===== src/rtl/useq_fifo_bridge.sv =====
// Mailbox bridge between a host valid/ready byte stream and the useq core's FIFO strobes.
// Write and read strobes are mutually exclusive, flag-gated, and followed by GAP idle cycles.
module useq_fifo_bridge #(
    parameter int GAP   = 1,
    parameter int CNT_W = 16
) (
    input  logic             clk,
    input  logic             rst,
    input  logic [7:0]       s_data,
    input  logic             s_valid,
    output logic             s_ready,
    output logic [7:0]       m_data,
    output logic             m_valid,
    input  logic             m_ready,
    input  logic             fifo_empty,
    input  logic             fifo_full,
    input  logic [7:0]       fifo_out,
    output logic             write_fifo,
    output logic             read_fifo,
    output logic [7:0]       fifo_in,
    output logic [CNT_W-1:0] tx_count,
    output logic [CNT_W-1:0] rx_count
);

    typedef enum logic {
        SIDE_WR = 1'b0,
        SIDE_RD = 1'b1
    } side_e;

    logic             hold_valid_q, hold_valid_d;
    logic [7:0]       hold_data_q, hold_data_d;
    logic [7:0]       obuf_q [2];
    logic [7:0]       obuf_d [2];
    logic [1:0]       obuf_count_q, obuf_count_d;
    logic             rd_inflight_q, rd_inflight_d;
    logic [3:0]       gap_cnt_q, gap_cnt_d;
    side_e            last_grant_q, last_grant_d;
    logic [CNT_W-1:0] tx_count_q, tx_count_d;
    logic [CNT_W-1:0] rx_count_q, rx_count_d;

    logic wr_ok, rd_ok, wr_grant, rd_grant;
    logic s_load, m_pop;

    // Eligibility and arbitration use this cycle's core flags; useq samples the strobes at the same edge.
    always_comb begin
        wr_ok    = ~rst && (gap_cnt_q == 4'd0) && hold_valid_q && ~fifo_full;
        rd_ok    = ~rst && (gap_cnt_q == 4'd0) && ~fifo_empty
                   && ((obuf_count_q + {1'b0, rd_inflight_q}) < 2'd2);
        wr_grant = wr_ok && (~rd_ok || (last_grant_q == SIDE_RD));
        rd_grant = rd_ok && (~wr_ok || (last_grant_q == SIDE_WR));
    end

    assign s_ready    = ~rst & ~hold_valid_q;
    assign m_valid    = (obuf_count_q != 2'd0);
    assign m_data     = obuf_q[0];
    assign fifo_in    = hold_data_q;
    assign write_fifo = wr_grant;
    assign read_fifo  = rd_grant;
    assign tx_count   = tx_count_q;
    assign rx_count   = rx_count_q;
    assign s_load     = s_valid & s_ready;
    assign m_pop      = m_valid & m_ready;

    // NOTE: every _d gets its current value first so no path through this block leaves it unassigned (no latch).
    always_comb begin
        hold_valid_d  = hold_valid_q;
        hold_data_d   = hold_data_q;
        obuf_d        = obuf_q;
        obuf_count_d  = obuf_count_q;
        rd_inflight_d = rd_grant;
        gap_cnt_d     = gap_cnt_q;
        last_grant_d  = last_grant_q;
        tx_count_d    = tx_count_q;
        rx_count_d    = rx_count_q;

        // A load needs an empty hold, so it never coincides with a write strobe.
        if (s_load) begin
            hold_valid_d = 1'b1;
            hold_data_d  = s_data;
        end
        if (wr_grant) begin
            hold_valid_d = 1'b0;
            tx_count_d   = tx_count_q + CNT_W'(1);
        end
        if (rd_grant) begin
            rx_count_d = rx_count_q + CNT_W'(1);
        end

        if (wr_grant || rd_grant) begin
            gap_cnt_d    = 4'(GAP);
            last_grant_d = rd_grant ? SIDE_RD : SIDE_WR;
        end else if (gap_cnt_q != 4'd0) begin
            gap_cnt_d = gap_cnt_q - 4'd1;
        end

        // Head lives in entry 0; the rd_ok budget guarantees a capture never finds the buffer full.
        if (rd_inflight_q && m_pop) begin
            if (obuf_count_q == 2'd1) begin
                obuf_d[0] = fifo_out;
            end else begin
                obuf_d[0] = obuf_q[1];
                obuf_d[1] = fifo_out;
            end
        end else if (m_pop) begin
            obuf_d[0]    = obuf_q[1];
            obuf_count_d = obuf_count_q - 2'd1;
        end else if (rd_inflight_q) begin
            obuf_d[obuf_count_q[0]] = fifo_out;
            obuf_count_d            = obuf_count_q + 2'd1;
        end
    end

    // NOTE: state registers take only non-blocking assignments so every flop samples pre-edge values.
    always_ff @(posedge clk or posedge rst) begin
        if (rst) begin
            hold_valid_q  <= 1'b0;
            hold_data_q   <= 8'h00;
            // NOTE: the output buffer is reset because its head drives m_data, which must read 0 after reset.
            obuf_q[0]     <= 8'h00;
            obuf_q[1]     <= 8'h00;
            obuf_count_q  <= 2'd0;
            rd_inflight_q <= 1'b0;
            gap_cnt_q     <= 4'd0;
            last_grant_q  <= SIDE_RD;
            tx_count_q    <= '0;
            rx_count_q    <= '0;
        end else begin
            hold_valid_q  <= hold_valid_d;
            hold_data_q   <= hold_data_d;
            obuf_q        <= obuf_d;
            obuf_count_q  <= obuf_count_d;
            rd_inflight_q <= rd_inflight_d;
            gap_cnt_q     <= gap_cnt_d;
            last_grant_q  <= last_grant_d;
            tx_count_q    <= tx_count_d;
            rx_count_q    <= rx_count_d;
        end
    end

endmodule


===== config.mk =====
export PLATFORM = sky130hd
export DESIGN_NAME = useq_fifo_bridge
export DESIGN_NICKNAME = d
export VERILOG_FILES = /design/src/rtl/useq_fifo_bridge.sv
export SDC_FILE = /design/constraint.sdc
export NUM_CORES = 1
export LEC_CHECK = 0
export ABC_AREA = 1
export CORE_AREA = 2 2 137 99
export CTS_CLUSTER_DIAMETER = 120
export CTS_CLUSTER_SIZE = 25
export DETAILED_ROUTE_END_ITERATION = 8
export DIE_AREA = 0 0 139 101
export PLACE_DENSITY_LB_ADDON = 0.2
export SETUP_SLACK_MARGIN = 0.4
export SYNTH_ARGS = -nofsm -noshare
export SYNTH_HDL_FRONTEND = slang
export SYNTH_SLANG_ARGS = --single-unit

===== constraint.sdc =====
create_clock -name clk -period 7.1 [get_ports clk]
set_input_delay 1.065 -clock clk [delete_from_list [all_inputs] [get_ports clk]]
set_output_delay 1.065 -clock clk [all_outputs]
set_load 0.005 [all_outputs]

Word level (Yosys, flattened, before mapping)
Index checks and enable logic that the tools add are counted.
{"block": "classes", "n_reduce_logical": 22, "muxes": 16, "bitwise": 12, "magnitude_cmp": 3, "n_eq_ne": 3, "n_addsub": 6}
{"cell": "two-way mux 8 bit", "n": 5}
{"cell": "adder 16 x 1 -> 16 bit, second input constant", "n": 2}
{"cell": "two-way mux 16 bit", "n": 2}
{"cell": "bitwise mux 16 bit", "n": 1}
{"cell": "nonzero test 2 bit", "n": 5}
{"cell": "logical AND 1 bit", "n": 9}
{"cell": "demux 8 bit (select 1 bit)", "n": 1}
{"cell": "two-way mux 4 bit", "n": 2}
{"cell": "NOT 1 bit", "n": 8}
{"cell": "zero test 4 bit", "n": 1}
{"cell": "two-way mux 2 bit", "n": 2}
{"cell": "nonzero test 4 bit", "n": 1}
{"cell": "subtractor 4 x 1 -> 4 bit, second input constant", "n": 1}
{"cell": "bitwise AND 1 bit", "n": 3}
{"cell": "logical OR 1 bit", "n": 3}
{"cell": "two-way mux 1 bit", "n": 3}
{"cell": "AND reduction 3 bit", "n": 1}
{"cell": "nonzero test 3 bit", "n": 1}
{"cell": "adder 2 x 1 -> 2 bit", "n": 1}
{"cell": "adder 2 x 1 -> 2 bit, second input constant", "n": 1}
{"cell": "equality test 2 x 1 -> 1 bit, second input constant", "n": 1}
{"cell": "greater-or-equal comparator 2 bit, second input constant", "n": 1}
{"cell": "< comparator 2 x 1 -> 1 bit, second input constant", "n": 1}
{"cell": "< comparator 2 bit, second input constant", "n": 1}
{"cell": "other kinds (5)", "n": 5}
{"block": "totals", "regBits": 65, "elab_cells": 72, "in_bits": 22, "output_inout_bits": 52}

Depth between registers and ports, before layout
{"block": "depth", "word_depth": 9, "ltp_mapped": 16}

Worst setup path after synthesis
OpenSTA, ideal clock, no wires.
{"block": "synth_timing", "path_kind": "input to output", "start": "in rst", "end": "out write_fifo", "cell_stages": 6, "arrival_time_ns": 3.311, "setup_slack_ns": 2.724, "path_buffers": 1, "required_ns": 6.035, "cell_sequence": "inv_1 nand3_2 inv_2 nand3_2 nand2_2 buf_6"}
{"block": "synth_between", "elab_chain_cells": 7, "word_cells_on_any_way": 9}
{"item": "start, declared", "line_no": "8", "text": "input logic rst,"}
{"item": "NOT 1 bit *", "line_no": "46, 47"}
{"item": "logical AND 1 bit *", "line_no": "46, 47"}
{"item": "logical AND 1 bit", "line_no": "47", "text": "rd_ok = ~rst && (gap_cnt_q == 4'd0) && ~fifo_empty"}
{"item": "logical AND 1 bit", "line_no": "48", "text": "&& ((obuf_count_q + {1'b0, rd_inflight_q}) < 2'd2);"}
{"item": "NOT 1 bit", "line_no": "49", "text": "wr_grant = wr_ok && (~rd_ok || (last_grant_q == SIDE_RD));"}
{"item": "logical OR 1 bit", "line_no": "49"}
{"item": "logical AND 1 bit *", "line_no": "49"}
{"item": "end, declared", "line_no": "18", "text": "output logic write_fifo,"}
Every way passes the cells marked *; elsewhere a longest branch is shown, timed or not.

Worst setup path after layout
Ends and elaborated chain as after synthesis.

==> results.yml <==
sta:
  hold_slack_ns: 0.504
  slew_headroom_pct: 45.3
  finalHoldViolations: 0
  finalCriticalPeriod_ns: 4.18
  final.period_utilization_pct: 58.9
  fin_setup_tns_ns: 0
  drv_slew: 0
  worst_clock_skew_ns: 0.00368
  rsz0062_at_grt: "no"
  fin_ws_ns: 2.92
  setup_violations: 0
  fmax_mhz: 239
  worst_pin_slew_ns: 0.820
routing:
  first_pass_iters: 4
  vias: 3336
  post_drt_wl_per_cell_um: 12.3
  wirelength_mm: 9.02
  post_drt_via_cell_ratio: 4.54
  drc: 0
  dr.first_iter.drc_count: 219
  ant_nets: 0
yosys:
  synth-compound-area-share_pct: 9.17
  synth-simple-area-share_pct: 30.2
  syn_inst: 500
  synth.area.top_cells: "dfrtp_1 43%, nand2_1 17%, inv_1 5.1%"
  synthAdderAreaFrac_pct: 2.33
  yosysUniqueCellTypes: 30
  syn_area_um2: 3750
  synth_top_area_share_pct: 42.7
  synth_nets: 529
  ys_seq_area_share_pct: 43.4
  synth_top_family_by_area: "simple AND/OR/NAND/NOR gates"
  yosys_warnings: 0
  synth_mux_area_share_pct: 2.40
  ys_ff_latch: 65
  synth_xor_area_share_pct: 3.73
  synth.avg_cell_area_um2: 7.51
  synth_largest_area_cell: "dfrtp_1"
critical_path:
  cp_slowest_cell: "clkdlybuf4s50_1"
  critical-path-top-delay-family: "buffers and inverters"
  worst-path-buf-inv: 4
  crit_start: "rst"
  crit_path_end_kind: "primary output"
  r2r-start: "obuf_count_q[0]"
  cp-start-kind: "input port"
  critPathMaxStageDelay_ns: 0.57
  cp.required_ns: 6.03
  worstPathMaxFanout: 18
  path_class: "in -> out"
  arrival_ns: 3.12
  path_cells: "clkdlybuf4s50_1 -> inv_2 -> nand3_2 -> inv_2 -> nand3_2 -> nand2_2 -> clkdlybuf4s50_1"
cells_and_area:
  fin_area_um2: 4880
  final_cell_mix: "166 x nand2_1, 73 x clkdlybuf4s50_1, 64 x dfrtp_1, 50 x inv_1, 46 x nor2_1"
  post-route-util_pct: 38.2
  fin_nets: 593
  final_common_cell: "nand2_1"
  layout-drive-gt1-share_pct: 7.21
  areaGrowthSynthToFinish_pct: 30.1
  antenna_cells: 0
  instances_no_fill: 735
power:
  finalPower_mw: 1.45
  power_density_nw_per_um2: 297
  ir_drop_mv: 0.145
  leakagePower_nw: 2.24
floorplanning:
  rows: 35
  die_h_um: 101
  ioPinCount: 74
  die-area_um2: 14000
  core_um2: 12800
  die_x_um: 139
  start_util_pct: 29.4
clock_network:
  clk_latency_ns: 0.33
  cts.htree.levels: 3
  path_clk_slew_ns: 0.05
  cts.hold.buffers_added: 0
  cts_resized: 0
  cts_setup_buffers: 0
  cts_tree: "yes"
  cts_sinks: 65
  root_buffer: "clkbuf_16"
  cts.path.max_buffers: 2
  cts_buffers: 9
placement:
  dpl_cell_area_um2: 4570
  io_buffers: 73
  dp.cells: 719
  dp_hpwl_mm: 6.58
  finalWeightedCongestion: 0.792
  dpl_worst_slack_ns: 2.91
min_path:
  min_from: "fifo_in[0]"
  min_path_type: "reg -> reg"
global_routing:
  grt_use_total_pct: 13.8
  grt_pass1_wl_mm: 15.6
  grt_pass1_vias: 3159
  grt-ovfl-total: 0
  antenna_found_initial: 0
  grt_max_degree: 66
run_status:
  status: "complete, no violations"
run:
  maxCapViolCount: 0
where the power goes:
part	switching [mW]	leakage, nW	internal (mW)
registers	0.0889	0.846	0.475
logic	0.215	1.23	0.229
clock network	0.149	0.158	0.293
total	0.453	2.24	0.997
area by class of cell:
type	count	area, µm²
clock buffer	15	308
clock inverter	1	5.00
fill	1301	7910
inverter	53	199
multi-input combinational	361	1800
sequential	65	1630
tap	166	208
timing repair buffer	74	738
synth_stat cells (all sizes together):
cell / number
nand2: 167
dfrtp: 64
inv: 52
nor2: 50
nand3: 38
o21ai: 31
a21oi: 21
buf: 15
nand4: 11
xor2: 9
mux2: 8
o211ai: 8
ha: 7
xnor2: 7
clkbuf: 6
a31oi: 1
clkinv: 1
dfstp: 1
nor3: 1
o21bai: 1
or2: 1
worst paths after layout:
kind / slack (ns) / depth (start not counted) / endpoint
hold reg to reg: 0.50 / 1 / fifo_in[0]
max in group asynchronous: 5.17 / 3 / tx_count[13]
min in group asynchronous: 1.39 / 3 / tx_count[0]
setup reg to reg: 3.98 / 10 / m_data[5]
setup / recovery: 2.92 / 7 / write_fifo
hold / removal: 0.50 / 1 / fifo_in[0]
flip-flops by register name (all words and copies together), names as in the netlist:
signal,cells
gap_cnt_q,4
fifo_in,8
last_grant_q,1
tx_count,16
rd_inflight_q,1
obuf_q,8
m_data,8
hold_valid_q,1
obuf_count_q,2
rx_count,16
cells by family (layout without fill, tap and decap cells):
logic type      Yosys count  after routing
buf+inv                  74            143
simple gates            268            268
flops                    65             65
fa+ha+maj                 7              7
mux                       8              8
compound gates           62             62
xor+xnor                 16             16
per-layer routing:
metal / up-vias / GRT usage, % / wire, µm
met4: 0 / 4.43 / 130
met5: - / 0 / 0
met2: 84 / 20.0 / 3610
met3: 10 / 4.18 / 537
li1: 1726 / - / -
met1: 1516 / 19.7 / 4750
worst reg2reg max path, delay by kind of cell (launching register included):
family,cells,cell delay [ns]
flip-flops,1,0.62
AO/OA/AOI/OAI,2,0.80
AND/OR/NAND/NOR,2,0.51
adder cells (fa/ha/maj),2,0.38
buffers and inverters,4,0.74
(Power assumes the default switching activity.)
